--- src/rtl/word_loader.sv ---
// word_loader: serial-to-parallel loader that assembles WIDTH bits and emits a one-cycle write strobe with the word on D.
// Optional even-parity checking is enabled by defining WORD_LOADER_PARITY_EN.
`default_nettype none

module word_loader #(
  parameter int               WIDTH     = 8,
  parameter bit               MSB_FIRST = 1'b1,
  parameter logic [WIDTH-1:0] RST       = '0
) (
  input  logic                       clk,
  input  logic                       rst,
  input  logic                       abort,
  input  logic                       s_valid,
  input  logic                       s_bit,
  output logic                       s_ready,
  output logic                       we,
  output logic [WIDTH-1:0]           D,
  output logic [$clog2(WIDTH+1)-1:0] count,
  output logic                       busy,
  output logic                       err
);

  localparam int CW = $clog2(WIDTH+1);
  localparam logic [CW-1:0] C_LAST = CW'(WIDTH - 1);

  typedef enum logic [1:0] {
    SHIFT  = 2'd0,
    PAR    = 2'd1,
    COMMIT = 2'd2
  } state_t;

  state_t            r_state;
  logic [WIDTH-1:0]  r_shift;
  logic [WIDTH-1:0]  r_d;
  logic [CW-1:0]     r_count;
  logic              r_ready;
  logic              r_err;
  logic              w_accept;
  logic [WIDTH-1:0]  w_shift_next;

  assign w_accept     = s_valid & r_ready;
  assign w_shift_next = MSB_FIRST ? {r_shift[WIDTH-2:0], s_bit}
                                  : {s_bit, r_shift[WIDTH-1:1]};

  always_ff @(posedge clk or negedge rst) begin
    if (!rst) begin
      r_state <= SHIFT;
      r_shift <= '0;
      r_d     <= RST;
      r_count <= '0;
      r_ready <= 1'b0;
      r_err   <= 1'b0;
    end else begin
      r_ready <= 1'b1;
      r_err   <= 1'b0;
      case (r_state)
        SHIFT: begin
          if (abort) begin
            r_count <= '0;
            r_shift <= '0;
          end else if (w_accept) begin
            r_shift <= w_shift_next;
            r_count <= r_count + 1'b1;
            if (r_count == C_LAST) begin
`ifdef WORD_LOADER_PARITY_EN
              r_state <= PAR;
`else
              r_state <= COMMIT;
              r_d     <= w_shift_next;
              r_ready <= 1'b0;
`endif
            end
          end
        end
`ifdef WORD_LOADER_PARITY_EN
        PAR: begin
          if (abort) begin
            r_state <= SHIFT;
            r_count <= '0;
            r_shift <= '0;
          end else if (w_accept) begin
            // Even parity: the extra bit must equal the XOR of the data bits.
            if (s_bit == ^r_shift) begin
              r_state <= COMMIT;
              r_d     <= r_shift;
              r_ready <= 1'b0;
            end else begin
              r_err   <= 1'b1;
              r_state <= SHIFT;
              r_count <= '0;
              r_shift <= '0;
            end
          end
        end
`endif
        COMMIT: begin
          r_state <= SHIFT;
          r_count <= '0;
          r_shift <= '0;
        end
        default: begin
          r_state <= SHIFT;
          r_count <= '0;
          r_shift <= '0;
        end
      endcase
    end
  end

  // we is decoded from state so an asynchronous reset drops it immediately.
  assign we      = (r_state == COMMIT);
  assign s_ready = r_ready;
  assign D       = r_d;
  assign count   = r_count;
  assign busy    = (r_count != '0) || (r_state != SHIFT);

`ifdef WORD_LOADER_PARITY_EN
  assign err = r_err;
`else
  assign err = 1'b0;
  logic w_unused;
  assign w_unused = r_err;
`endif

endmodule

`default_nettype wire

--- config.mk ---
export PLATFORM = sky130hd
export DESIGN_NAME = word_loader
export DESIGN_NICKNAME = d
export VERILOG_FILES = /design/src/rtl/word_loader.sv
export SDC_FILE = /design/constraint.sdc
export NUM_CORES = 1
export LEC_CHECK = 0
export ABC_AREA = 1
export BUFFER_PORTS_ARGS = -buffer_cell sky130_fd_sc_hd__buf_4
export CORE_MARGIN = 3
export CORE_UTILIZATION = 25
export DETAILED_ROUTE_END_ITERATION = 8
export GPL_ROUTABILITY_DRIVEN = 0
export HOLD_SLACK_MARGIN = 0.06
export PLACE_DENSITY = 0.41
export SETUP_SLACK_MARGIN = 0.2
export SLEW_MARGIN = 15
export SYNTH_ARGS = -nofsm -noshare
export SYNTH_HDL_FRONTEND = slang
export SYNTH_SLANG_ARGS = --single-unit
--- constraint.sdc ---
create_clock -name clk -period 1.5 [get_ports clk]
set_input_delay 0.15 -clock clk [delete_from_list [all_inputs] [get_ports clk]]
set_output_delay 0.15 -clock clk [all_outputs]
set_load 0.02 [all_outputs]
* Word level (Yosys, flattened, before mapping) *
Index checks and enable logic that the tools add are counted.

cells by class
  reductions and logical operators = 6
  bitwise operators = 2
  equality and inequality tests = 6
  add/sub/neg operators = 1
  multiplexer cells = 14

operator list
  kind                   count
  $mux W7                3
  $mux W4                3
  $mux W2                4
  $ne A2 B2 Y1 const B   3
  $add A4 B1 Y4 const B  1
  $eq A4 B3 Y1 const B   1
  $mux W1                4
  $reduce_and A4 Y1      1
  $reduce_bool A4 Y1     1
  $ne A3 B3 Y1 const B   1
  $reduce_and A3 Y1      1
  $eq A2 B2 Y1 const B   1
  $logic_not A2 Y1       1
  $reduce_bool A2 Y1     1
  $and A1 B1 Y1          1
  $logic_or A1 B1 Y1     1
  $not A1 Y1             1

storage, ports and cells
  output and inout port bits = 16
  input port bits = 5
  register bits = 22
  logic and storage cells = 34

* Depth between registers and ports, before layout *
  depth after elaboration = 5
  mapped depth = 6
  gate-level depth less buffers = 6

* Least setup slack after synthesis *
OpenSTA, ideal clock, no wires.

  path kind = register to register
  start = register r_count[1] (netlist: count[1])
  end = register r_d[0] (netlist: D[0])
  path slack = 0.241 ns
  path buffers = 0
  arrival time = 1.142 ns
  period minus slack after synthesis = 1.259 ns
  cell stages (with the launch flop) = 7
  required time = 1.383 ns
  cells stage by stage = dfrtp_1 > ha_1 > nand2_2 > nor2_8 > nand2_4 > nand2_1 > nand2_1

between the ends
  cells in the longest elaborated chain, start to end = 2

ends and longest elaborated chain
  what                         line  text
  start, declared              35    logic [CW-1:0] r_count;
  start signal, assigned       63    r_count <= r_count + 1'b1;
  $eq A4 B3 Y1                 64    if (r_count == C_LAST) begin
  $reduce_and A4 Y1 (no line)  -
  end signal, assigned         69    r_d <= w_shift_next;
  end, declared                34    logic [WIDTH-1:0] r_d;

No other way between the ends.
A chain may end at the register's enable or synchronous reset.

* Worst setup path in the final report *
  start = register r_count[0] (netlist: count[0])
  end = register r_d[6] (netlist: D[6])

The elaborated chain is that of the path after synthesis.

==> results.yml <==
setup_path:
  path_depth: 7
  cpMostUsedCell: "buf_6"
  worstSetupEndpointType: "register"
  r2r_cells: 7
  path_buf_inv: 2
  cp-start-kind: "register"
  cp_slowest_cell: "dfrtp_1"
  crit_chain: "buf_6 > ha_4 > nand2_4 > nor2_8 > buf_6 > nand3_1 > nand2_1"
  cp_top_family: "simple AND/OR/NAND/NOR gates"
  max_stage_delay_ns: 0.41
  path_class: "register to register"
  cp_data_arrival_time_ns: 1.48
  worst_ep_required_time_ns: 1.70
  startpoint: "count[0]"
  r2r_start: "count[0]"
  cp_max_fo: 8
placed_design:
  post-place-ws_ns: 0.2540
  placed_area_um2: 1115
  post-dp-hpwl_mm: 1.486
  numPortBuffers: 19
clock_tree:
  cts.clk_slew.worst_paths_ns: 0.08
  numClockSinks: 21
  insertion_delay_ns: 0.26
  cts_buffers: 3
  cts-root-buf: "clkbuf_8"
  cts_tree: "done"
  cts_buffer_depth: 2
  cts-htree-levels: 1
global_route:
  grt_max_degree: 22
  first_global_vias: 762
  grt_usage: 0.1030
  grt_overflow_total: 0
  grt_pass1_wl_mm: 3.436
  antenna_found_initial: 0
min_path:
  hold_depth: 3
  min_path_type: "primary input to register"
  hold_start: "s_bit"
power:
  p_per_area_nw_per_um2: 843.9
  finalPower_uw: 1075
  leakage_uw: 0.0006866
  ir_worst_vdd_v: 0.0002368
synth:
  synth_area_leaders: "dfrtp_1, nand2_1, nand3_1, inv_1, nor2_8"
  ys.warnings.count: 0
  synth_seq_cells: 21
  yosysSeqAreaShare: 0.5630
  syn_nets: 109
  syn_inst: 102
  syn_avg_cell_area_um2: 9.151
  netlist_area_um2: 933.4
  synth_top_cell_by_area: "dfrtp_1"
  synth_top_area_share: 0.5630
  post_synth_num_cell_types: 14
timing:
  skew_ns: 0.002860
  hold_viol: 0
  setup_viol: 0
  period_needed_ns: 1.282
  rsz0062_at_grt: "yes"
  finalCritPeriodShare: 0.8548
  tns_ns: 0
  max_freq_ghz: 0.7799
  fin_ws_ns: 0.2179
  slew_viol_final: 0
detailed_routing:
  wl_per_cell_um: 11.73
  via_count: 736
  ant_nets: 0
  drt_iter0_markers: 39
  routed_wl_mm: 2.077
  routed_via_density: 4.158
  drc: 0
  drt-pass1-iter-count: 4
floorplanning:
  core-area_um2: 3468
  die_y_um: 67.11
  initial_core_util: 0.2691
  ios: 21
  die-area_um2: 4503
  die_w_um: 67.11
  fp-row-count: 21
layout:
  antenna_cells: 0
  areaGrowthSynthToFinish_pct: 36.46
  multi_input_area_um2: 389.1
  fillCellCount: 378
  seq_area_um2: 526.8
  final_nets: 139
  stdcell_area_um2: 1274
  utilization: 0.3672
  drive_gt1_frac: 0.3206
run:
  drv_cap: 0
status:
  status: "finished clean"
[final cells by class]
type	count	area share
multi-input cells	68	0.3055
clock buffers	3	0.03242
inverters	11	0.03242
flip-flops and latches	21	0.4136
repair buffers	27	0.1670
clock inverters	1	0.003929
well taps	46	0.04519
[stage by stage]
step,hold slack (ns),instances
after floorplan,-0.1456,102
after global placement,0.05496,165
after detailed placement,0.05170,165
after CTS,0.09997,175
after global routing,0.1295,177
final,0.1036,177
[tightest hold or removal path, stage by stage]
cell     delay (ns)
buf_4          0.09
nand2_1        0.04
nand2_1        0.05
[repair_timing]
| item | CTS | global route |
|---|---|---|
| gates resized for setup | 2 | 10 |
| pin swaps | 1 | 2 |
| hold buffers | 1 | 0 |
| hold endpoints to repair | 21 | 0 |
| cloned | 0 | 0 |
| buffers inserted | 5 | 2 |
| endpoints found under the setup margin | 1 | 11 |
[sequential cells by signal, indices dropped and copies added (netlist names)]
register / cells
r_shift: 7
count: 4
r_state: 1
s_ready: 1
D: 8
[cell usage after synthesis]
library cell,instances
o21ai_0,7
buf_6,1
nor2_1,3
nand3_1,11
buf_4,1
conb_1,1
ha_1,2
nand2_1,36
nor2_8,2
inv_1,11
dfrtp_1,21
nand2_2,3
nand2_4,1
nand4_1,2
[path summary, 6_finish.rpt]
check                              to  slack (ns)
setup / recovery                 D[6]        0.22
hold / removal             r_shift[0]        0.10
setup reg to reg                 D[6]        0.22
hold reg to reg                  D[3]        0.48
max in group asynchronous    count[3]        0.95
min in group asynchronous        D[5]        0.31
[power by group]
part           switching, uW  total (uW)  internal [uW]
Sequential              9.26         584            574
Clock                    181         366            185
Combinational           73.0         125           52.3
[cells in the final DEF (no fill, tap or decap), types with 2 or more instances in the layout]
cell / count
nor2_1: 3
o21ai_0: 7
buf_6: 2
nand3_1: 11
nand2_1: 35
dfrtp_1: 20
nand2_2: 3
clkbuf_8: 3
ha_4: 2
inv_1: 9
nand4_1: 2
nor2_8: 2
buf_4: 24
inv_2: 2
[cell families (layout without fill, tap and decap cells)]
| family | after synthesis | in the layout | share of synthesized area |
|---|---|---|---|
| DFF | 21 | 21 | 0.5630 |
| and+or+nand+nor | 58 | 58 | 0.3043 |
| adders and majority gates | 2 | 2 | 0.02681 |
| buffers and inverters | 13 | 42 | 0.06435 |
| other | 1 | 1 | 0.004018 |
| AOI/OAI and AO/OA | 7 | 7 | 0.03753 |
[per-layer routing]
| metal | GRT usage | part of all wire | routed length, um |
|---|---|---|---|
| met5 | 0 | 0 | 0 |
| met4 | 0.05316 | 0.015 | 31 |
| met3 | 0.01686 | 0.034 | 70 |
| met2 | 0.1534 | 0.45 | 940 |
| met1 | 0.1423 | 0.50 | 1034 |
No activity file was read; power rests on OpenSTA's default activity.
